$ cat config.mk
export PLATFORM = sky130hd
export DESIGN_NAME = udp_packet_tx
export DESIGN_NICKNAME = d
export VERILOG_FILES = /design/src/rtl/udp_pkg.sv /design/src/rtl/udp_tx_gearbox.sv /design/src/rtl/udp_packet_tx.sv
export SDC_FILE = /design/constraint.sdc
export NUM_CORES = 1
export LEC_CHECK = 0
export CORE_ASPECT_RATIO = 1.5
export CORE_MARGIN = 3
export CORE_UTILIZATION = 42
export DETAILED_ROUTE_END_ITERATION = 8
export GPL_TIMING_DRIVEN = 0
export PLACE_DENSITY = 0.72
export SETUP_SLACK_MARGIN = 0.15
export SYNTH_ARGS = -nofsm -noshare
export SYNTH_HDL_FRONTEND = slang
export SYNTH_HIERARCHICAL = 1
export SYNTH_SLANG_ARGS = --single-unit
$ cat constraint.sdc
create_clock -name clk -period 3.36 [get_ports clk]
set_clock_uncertainty 0.05 [all_clocks]
set_input_delay 0.504 -clock clk [delete_from_list [all_inputs] [get_ports clk]]
set_output_delay 0.504 -clock clk [all_outputs]
set_load 0.05 [all_outputs]
$ cat src/rtl/udp_pkg.sv
// Shared constants and state encoding for the UDP transmit framer.
// Packet geometry follows the receive-side parser layout.
package udp_pkg;

  localparam int unsigned PKT_BEATS   = 63;
  localparam int unsigned DATA_W      = 256;
  localparam int unsigned WORD_W      = 32;
  localparam int unsigned OP_W        = 16;
  localparam int unsigned OPCODE_LSB  = 160;
  localparam int unsigned FIRST_WORDS = 5;
  localparam int unsigned TAIL_LSB    = 128;
  localparam int unsigned CNT_W       = 6;

  localparam int unsigned CARRY_W   = (8 - FIRST_WORDS) * WORD_W;
  localparam int unsigned CARRY_LSB = FIRST_WORDS * WORD_W;
  localparam int unsigned BODY_LAST = PKT_BEATS - 3;

  localparam logic [DATA_W-1:0] HEADER = '0;

  typedef enum logic [2:0] {
    IDLE,
    HDR,
    FIRST,
    BODY,
    TAIL
  } tx_state_e;

endpackage

$ cat src/rtl/udp_tx_gearbox.sv
// Carry buffer and lane mux that realigns payload words
// around the 5-word first beat.
module udp_tx_gearbox
  import udp_pkg::*;
(
  input  logic              clk,
  input  logic              reset,
  input  tx_state_e         state,
  input  logic              step,
  input  logic [OP_W-1:0]   op,
  input  logic [DATA_W-1:0] in_data,
  output logic [DATA_W-1:0] beat
);

  logic [CARRY_W-1:0] carry;

  always_comb begin
    beat = HEADER;
    unique case (state)
      FIRST: begin
        beat = '0;
        beat[OPCODE_LSB +: OP_W] = op;
        beat[CARRY_LSB-1:0] = in_data[CARRY_LSB-1:0];
      end
      BODY: beat = {in_data[CARRY_LSB-1:0], carry};
      TAIL: beat = {in_data[WORD_W-1:0], carry,
                    {TAIL_LSB{1'b0}}};
      default: beat = HEADER;
    endcase
  end

  // Upper lanes spill into the next output beat.
  always_ff @(posedge clk or negedge reset) begin
    if (!reset) begin
      carry <= '0;
    end else if (step && (state == FIRST || state == BODY)) begin
      carry <= in_data[DATA_W-1 -: CARRY_W];
    end
  end

endmodule

$ cat src/rtl/udp_packet_tx.sv
// Transmit framer: one command plus 62 payload beats in,
// one 63-beat packet out with a registered output stage.
module udp_packet_tx
  import udp_pkg::*;
(
  input  logic              clk,
  input  logic              reset,
  input  logic [OP_W-1:0]   Cmd_op,
  input  logic              Cmd_valid,
  output logic              Cmd_ready,
  input  logic [DATA_W-1:0] In_data,
  input  logic              In_valid,
  output logic              In_ready,
  output logic [DATA_W-1:0] Out_data,
  output logic              Out_valid,
  input  logic              Out_ready,
  output logic              Out_last
);

  tx_state_e          state;
  tx_state_e          state_nx;
  logic [OP_W-1:0]    op;
  logic [CNT_W-1:0]   count;
  logic [DATA_W-1:0]  beat;
  logic               adv;
  logic               take;
  logic               load;

  assign adv       = !Out_valid || Out_ready;
  assign Cmd_ready = (state == IDLE);
  assign In_ready  = (state == FIRST || state == BODY ||
                      state == TAIL) && adv;
  assign take      = In_valid && In_ready;
  assign load      = (state == HDR && adv) || take;

  always_comb begin
    state_nx = state;
    unique case (state)
      IDLE:  if (Cmd_valid) state_nx = HDR;
      HDR:   if (adv) state_nx = FIRST;
      FIRST: if (take) state_nx = BODY;
      BODY:  if (take && count == CNT_W'(BODY_LAST))
               state_nx = TAIL;
      TAIL:  if (take) state_nx = IDLE;
      default: state_nx = IDLE;
    endcase
  end

  always_ff @(posedge clk or negedge reset) begin
    if (!reset) begin
      state <= IDLE;
      op    <= '0;
      count <= '0;
    end else begin
      state <= state_nx;
      if (Cmd_valid && Cmd_ready) begin
        op    <= Cmd_op;
        count <= '0;
      end else if (take) begin
        count <= count + CNT_W'(1);
      end
    end
  end

  // Output holds until accepted; a missing input beat leaves a bubble.
  always_ff @(posedge clk or negedge reset) begin
    if (!reset) begin
      Out_data  <= '0;
      Out_valid <= 1'b0;
      Out_last  <= 1'b0;
    end else if (adv) begin
      if (load) begin
        Out_data  <= beat;
        Out_valid <= 1'b1;
        Out_last  <= (state == TAIL);
      end else begin
        Out_valid <= 1'b0;
        Out_last  <= 1'b0;
      end
    end
  end

  udp_tx_gearbox u_gearbox (
    .clk     (clk),
    .reset   (reset),
    .state   (state),
    .step    (load),
    .op      (op),
    .in_data (In_data),
    .beat    (beat)
  );

endmodule

=== Word level (Yosys, flattened, before mapping) ===
Cells that the tools add are included.
Widths: inputs -> output; s select.

* Register bits: 379
* Bits of input ports: 277
* Output and inout bits: 260

* Add/subtract/negate cells: 1
* Eq/ne operators: 10
* Muxes and demuxes: 11
* Reduce and logical (&&, ||, !) cells: 15

{| class="wikitable"
|+ Operators with widths
! cell !! number
|-
| $pmux 256 s3 || 1
|-
| $mux 3 || 5
|-
| $pmux 3 s5 || 1
|-
| $mux 6 || 2
|-
| $ne 2x2->1 const B || 4
|-
| $add 6x1->6 const B || 1
|-
| $eq 3x2->1 const B || 2
|-
| $eq 6x6->1 const B || 1
|-
| $logic_and 1x1->1 || 6
|-
| $reduce_and 5->1 || 1
|-
| $logic_or 1x1->1 || 4
|-
| $eq 3x1->1 const B || 1
|-
| $eq 3x3->1 const B || 1
|-
| $logic_not 3->1 || 1
|-
| $mux 1 || 2
|-
| $ne 2x1->1 const B || 1
|-
| $reduce_and 2->1 || 1
|-
| $reduce_bool 2->1 || 1
|-
| $logic_not 1->1 || 1
|}

=== Longest topological paths before layout ===
* Depth in word-level cells: 8
* Gate-level depth with buffers: 12
* Gate-level depth less buffers: 6

=== Modules after synthesis ===
The synthesis kept the hierarchy.

{| class="wikitable"
|+ By module, submodules not included
! module !! instances !! cells each !! area each (µm²)
|-
| udp_packet_tx || 1 || 681 || 11691.2
|-
| udp_tx_gearbox || 1 || 701 || 7460.9
|}

=== Least setup slack after synthesis ===
Ideal clock, no wire load.

* Kind: reg2reg
* Start: register Out_valid
* End: register u_gearbox.carry[49]
* Library setup time: 0.125 ns
* Arrival time: 2.355 ns
* Data required time: 3.185 ns
* Path slack: 0.830 ns
* Stages on the path, launching flop included: 12
* Period minus slack after synthesis: 2.530 ns
* Cell sequence: dfrtp_1 -> nand2b_1 -> nand3_1 -> o31a_1 -> buf_6 -> buf_6 -> buf_6 -> inv_1 -> nand3b_1 -> buf_6 -> buf_6 -> mux2_4

* Word-level cells in the longest chain between the ends: 6
* Elaborated cells between the ends (all ways): 7

{| class="wikitable"
|+ RTL lines
! what !! RTL line !! RTL
|-
| from (decl) || udp_packet_tx.sv:15 || <nowiki>output logic Out_valid,</nowiki>
|-
| from (signal assigned) || udp_packet_tx.sv:69 || <nowiki>Out_valid <= 1'b0;</nowiki>
|-
| from (signal assigned) || udp_packet_tx.sv:74 || <nowiki>Out_valid <= 1'b1;</nowiki>
|-
| from (signal assigned) || udp_packet_tx.sv:77 || <nowiki>Out_valid <= 1'b0;</nowiki>
|-
| $logic_not 1->1 * || udp_packet_tx.sv:29 || <nowiki>assign adv = !Out_valid || Out_ready;</nowiki>
|-
| $logic_or 1x1->1 * || udp_packet_tx.sv:29 ||
|-
| $logic_and 1x1->1 || udp_packet_tx.sv:32 || <nowiki>state == TAIL) && adv;</nowiki>
|-
| $logic_and 1x1->1 || udp_packet_tx.sv:33 || <nowiki>assign take = In_valid && In_ready;</nowiki>
|-
| $logic_or 1x1->1 * || udp_packet_tx.sv:34 || <nowiki>assign load = (state == HDR && adv) || take;</nowiki>
|-
| named net load || udp_packet_tx.sv:27 || <nowiki>logic load;</nowiki>
|-
| $logic_and 1x1->1 * || udp_tx_gearbox.sv:36 || <nowiki>end else if (step && (state == FIRST || state == BODY)) begin</nowiki>
|-
| to (signal assigned) || udp_tx_gearbox.sv:37 || <nowiki>carry <= in_data[DATA_W-1 -: CARRY_W];</nowiki>
|-
| to (decl) || udp_tx_gearbox.sv:15 || <nowiki>logic [CARRY_W-1:0] carry;</nowiki>
|}

The timed path passes the listed nets; every way through them passes the cells marked *.
A chain may end at the register's enable or synchronous reset.

=== Final worst setup path ===
* Start: register state[1]
* End: register u_gearbox.carry[59]

* Word-level cells in the longest chain between the ends: 7
* Elaborated cells between the ends (all ways): 11

{| class="wikitable"
|+ RTL lines
! what !! RTL line !! RTL
|-
| from (decl) || udp_packet_tx.sv:20 || <nowiki>tx_state_e state;</nowiki>
|-
| from (signal assigned) || udp_packet_tx.sv:55 || <nowiki>state <= state_nx;</nowiki>
|-
| $eq 3x2->1 || udp_packet_tx.sv:31 || <nowiki>assign In_ready = (state == FIRST || state == BODY ||</nowiki>
|-
| $logic_or 1x1->1 (2 in series) || udp_packet_tx.sv:31 ||
|-
| $logic_and 1x1->1 || udp_packet_tx.sv:32 ||
|-
| $logic_and 1x1->1 || udp_packet_tx.sv:33 ||
|-
| $logic_or 1x1->1 * || udp_packet_tx.sv:34 ||
|-
| named net load || udp_packet_tx.sv:27 ||
|-
| $logic_and 1x1->1 * || udp_tx_gearbox.sv:36 ||
|}

Marked as above.

==> metrics.yaml <==
wl_per_cell_um: 31.2
cts_tree: "yes"
synth_edf_count: 0
routed_wl_um: 80500
clock_latency_ps: 540
vias: 14473
worstPathCellList: "buf_2 -> nor3b_2 -> nand3_1 -> o31a_1 -> buf_6 -> buf_6 -> buf_6 -> inv_1 -> nand3b_1 -> buf_4 -> buf_6 -> buf_6 -> mux2_4"
synthTopCellsByArea: "dfrtp_1 50%, mux2_4 20%, mux2i_1 9.3%"
antenna_found_initial: 8
crit_required_ps: 3730
fill_cells: 3594
io-pin-count: 537
synthCells: 1382
synthArstFlopShare_pct: 100
post_route_cells_drive_above_1_share_pct: 26.4
tightest_slew_ps: 663
ys_seq_area_share_pct: 49.5
critPathTopFamily: "buffers and inverters"
leakagePower_nw: 13.1
die_w_um: 180
ys_warn_count: 6
cap_violations: 0
crit_buf_inv: 8
clk_path_buf_depth: 3
drcViolationCount: 0
placeableCoreArea_um2: 44900
syn_nets: 1661
period_needed_ps: 3030
ys_ff_latch: 379
multi_input_area_um2: 8850
grt_pass1_vias: 15518
routabilityCongestion: 0.933
routed_via_density: 5.60
post-synth-top-count-cell: "dfrtp_1"
critPathMaxFanout: 10
initial_core_util_pct: 42.6
whs_ps: 280
synth_cell_types: 39
ant_nets: 0
area_delta_synth_final_pct: 39.6
status: "completed"
synth_commonest_cells: "379 x dfrtp_1, 258 x mux2_4, 177 x mux2i_1"
hold_class: "input pin to register"
grtUsageTotal_pct: 32.1
crit_top_cell: "buf_6"
avgSynthCellArea_um2: 13.9
powerDensity_nw_per_um2: 731
die-height_um: 268
post-dp-hpwl_um: 63300
grt_pass1_wl_um: 112000
yosysTopAreaCell: "dfrtp_1"
fin_nets: 2242
synthesis.area_um2: 19200
slew_headroom_pct: 55.7
end_kind: "register"
cp_slowest_cell: "dfrtp_1"
grt_max_degree: 110
drt_pass1_iterations: 6
htree_levels: 2
critical_path_class: "register to register"
setup_viol: 0
drtIter0Drc: 1109
arrival_ps: 3400
rsz0062_at_grt: "no"
cpPeakStageDelay_ps: 440
report.final.hold_viol_count: 0
start_kind: "register"
timing.final.ws_setup_ps: 332
peakVddDrop_mv: 0.493
ff_latch_area_um2: 9480
fmax_mhz: 330
period_share_pct: 90.1
synth-main-ff-cell: "dfrtp_1"
clkSinkCount: 379
clkTransAtPathRegs_ps: 60
grt.overflow.total: 0
cts_buffers: 39
place_ws_ps: -290
fin_cells: 2583
dp_cells: 2502
cts_root_buffer: "clkbuf_16"
synth_top_area_share_pct: 49.5
port_buffers: 535
drv_slew: 0
die-area_um2: 48300
rows: 95
timing repair:
action | 4_1_cts | 5_1_grt
endpoints found under the setup margin | 1 | 91
resized for setup | 1 | 1
hold buffers | 1 | 0
buffers inserted | 0 | 1
endpoints found under the hold margin | 74 | 0
layout make-up:
type	instances	share of cell area, %
inverters	4	0.0562
clock inverters	17	0.842
diodes	8	0.0749
clock buffers	54	4.28
repair buffers	540	20.4
well taps	582	2.72
plain buffers	108	3.02
multi-input cells	891	33.1
flip-flops and latches	379	35.5
where the power goes:
| part | internal (mW) | leakage, nW | total, mW | switching (mW) |
|---|---|---|---|---|
| logic | 3.46 | 7.93 | 8.43 | 4.97 |
| registers | 5.59 | 4.51 | 6.42 | 0.830 |
| clock network | 2.78 | 0.675 | 4.70 | 1.92 |
| total | 11.8 | 13.1 | 19.6 | 7.72 |
layout by cell type, fill, tap and decap left out, types with 5 or more instances in the layout:
master	n
clkdlybuf4s50_1	533
dfrtp_1	379
mux2_4	258
mux2i_1	177
nor2_1	131
mux2_2	94
a22o_1	80
nand2_1	59
buf_2	53
o2bb2ai_1	48
clkbuf_16	41
buf_6	19
buf_4	16
buf_8	13
clkbuf_1	12
diode_2	8
clkinv_2	8
clkbuf_8	7
bufinv_16	5
routing by layer:
layer	GRT usage, %	vias to the layer above	routed length, um
li1	-	6142	-
met1	36.3	7400	29300
met2	54.7	709	39300
met3	7.38	218	5550
met4	21.0	4	6330
met5	0	-	29
through the flow:
stage          setup TNS, ps  area (um^2)  total power, mW  util, %
2_1_floorplan              0        19200             11.6        -
3_3_place_gp        -5695270        25200             14.7     56.2
3_5_place_dp          -22100        25300             14.9     56.4
4_1_cts                    0        26700             19.6     59.4
5_1_grt                    0        26700             20.1     59.5
6_report                   0        26700             19.6     59.5
logic make-up (layout without fill, tap and decap cells):
group	after synthesis	in the layout	share of synthesized area [%]
flops	379	379	49.5
other cells	0	8	0
simple gates	215	215	4.62
buf+inv	112	723	4.29
compound gates	145	145	6.43
fa+ha+maj	2	2	0.131
mux	529	529	35.0
sequential cells by signal, indices dropped and copies added (netlist names):
register         flops
count                6
Out_valid            1
Out_data           256
state                3
u_gearbox/carry     96
Out_last             1
op                  16
worst min-delay path, stage by stage:
cell and delay, ps:
clkbuf_2 160, nand3_1 120, nand2_1 60
worst paths after layout:
path	startpoint	endpoint	slack [ps]	cells past startpoint
worst max-delay path	state[1]$_DFFE_PN0P_	u_gearbox/carry[59]$_DFFE_PN0P_	330	13
worst min-delay path	In_valid	Out_last$_DFFE_PN0P_	280	3
worst max register to register	state[1]$_DFFE_PN0P_	u_gearbox/carry[59]$_DFFE_PN0P_	330	13
worst min register to register	op[6]$_DFFE_PN0P_	op[6]$_DFFE_PN0P_	430	2
max in group asynchronous	reset	op[12]$_DFFE_PN0P_	1370	4
min in group asynchronous	reset	Out_data[3]$_DFFE_PN0P_	500	2
Power figures use the tool's default switching activity.
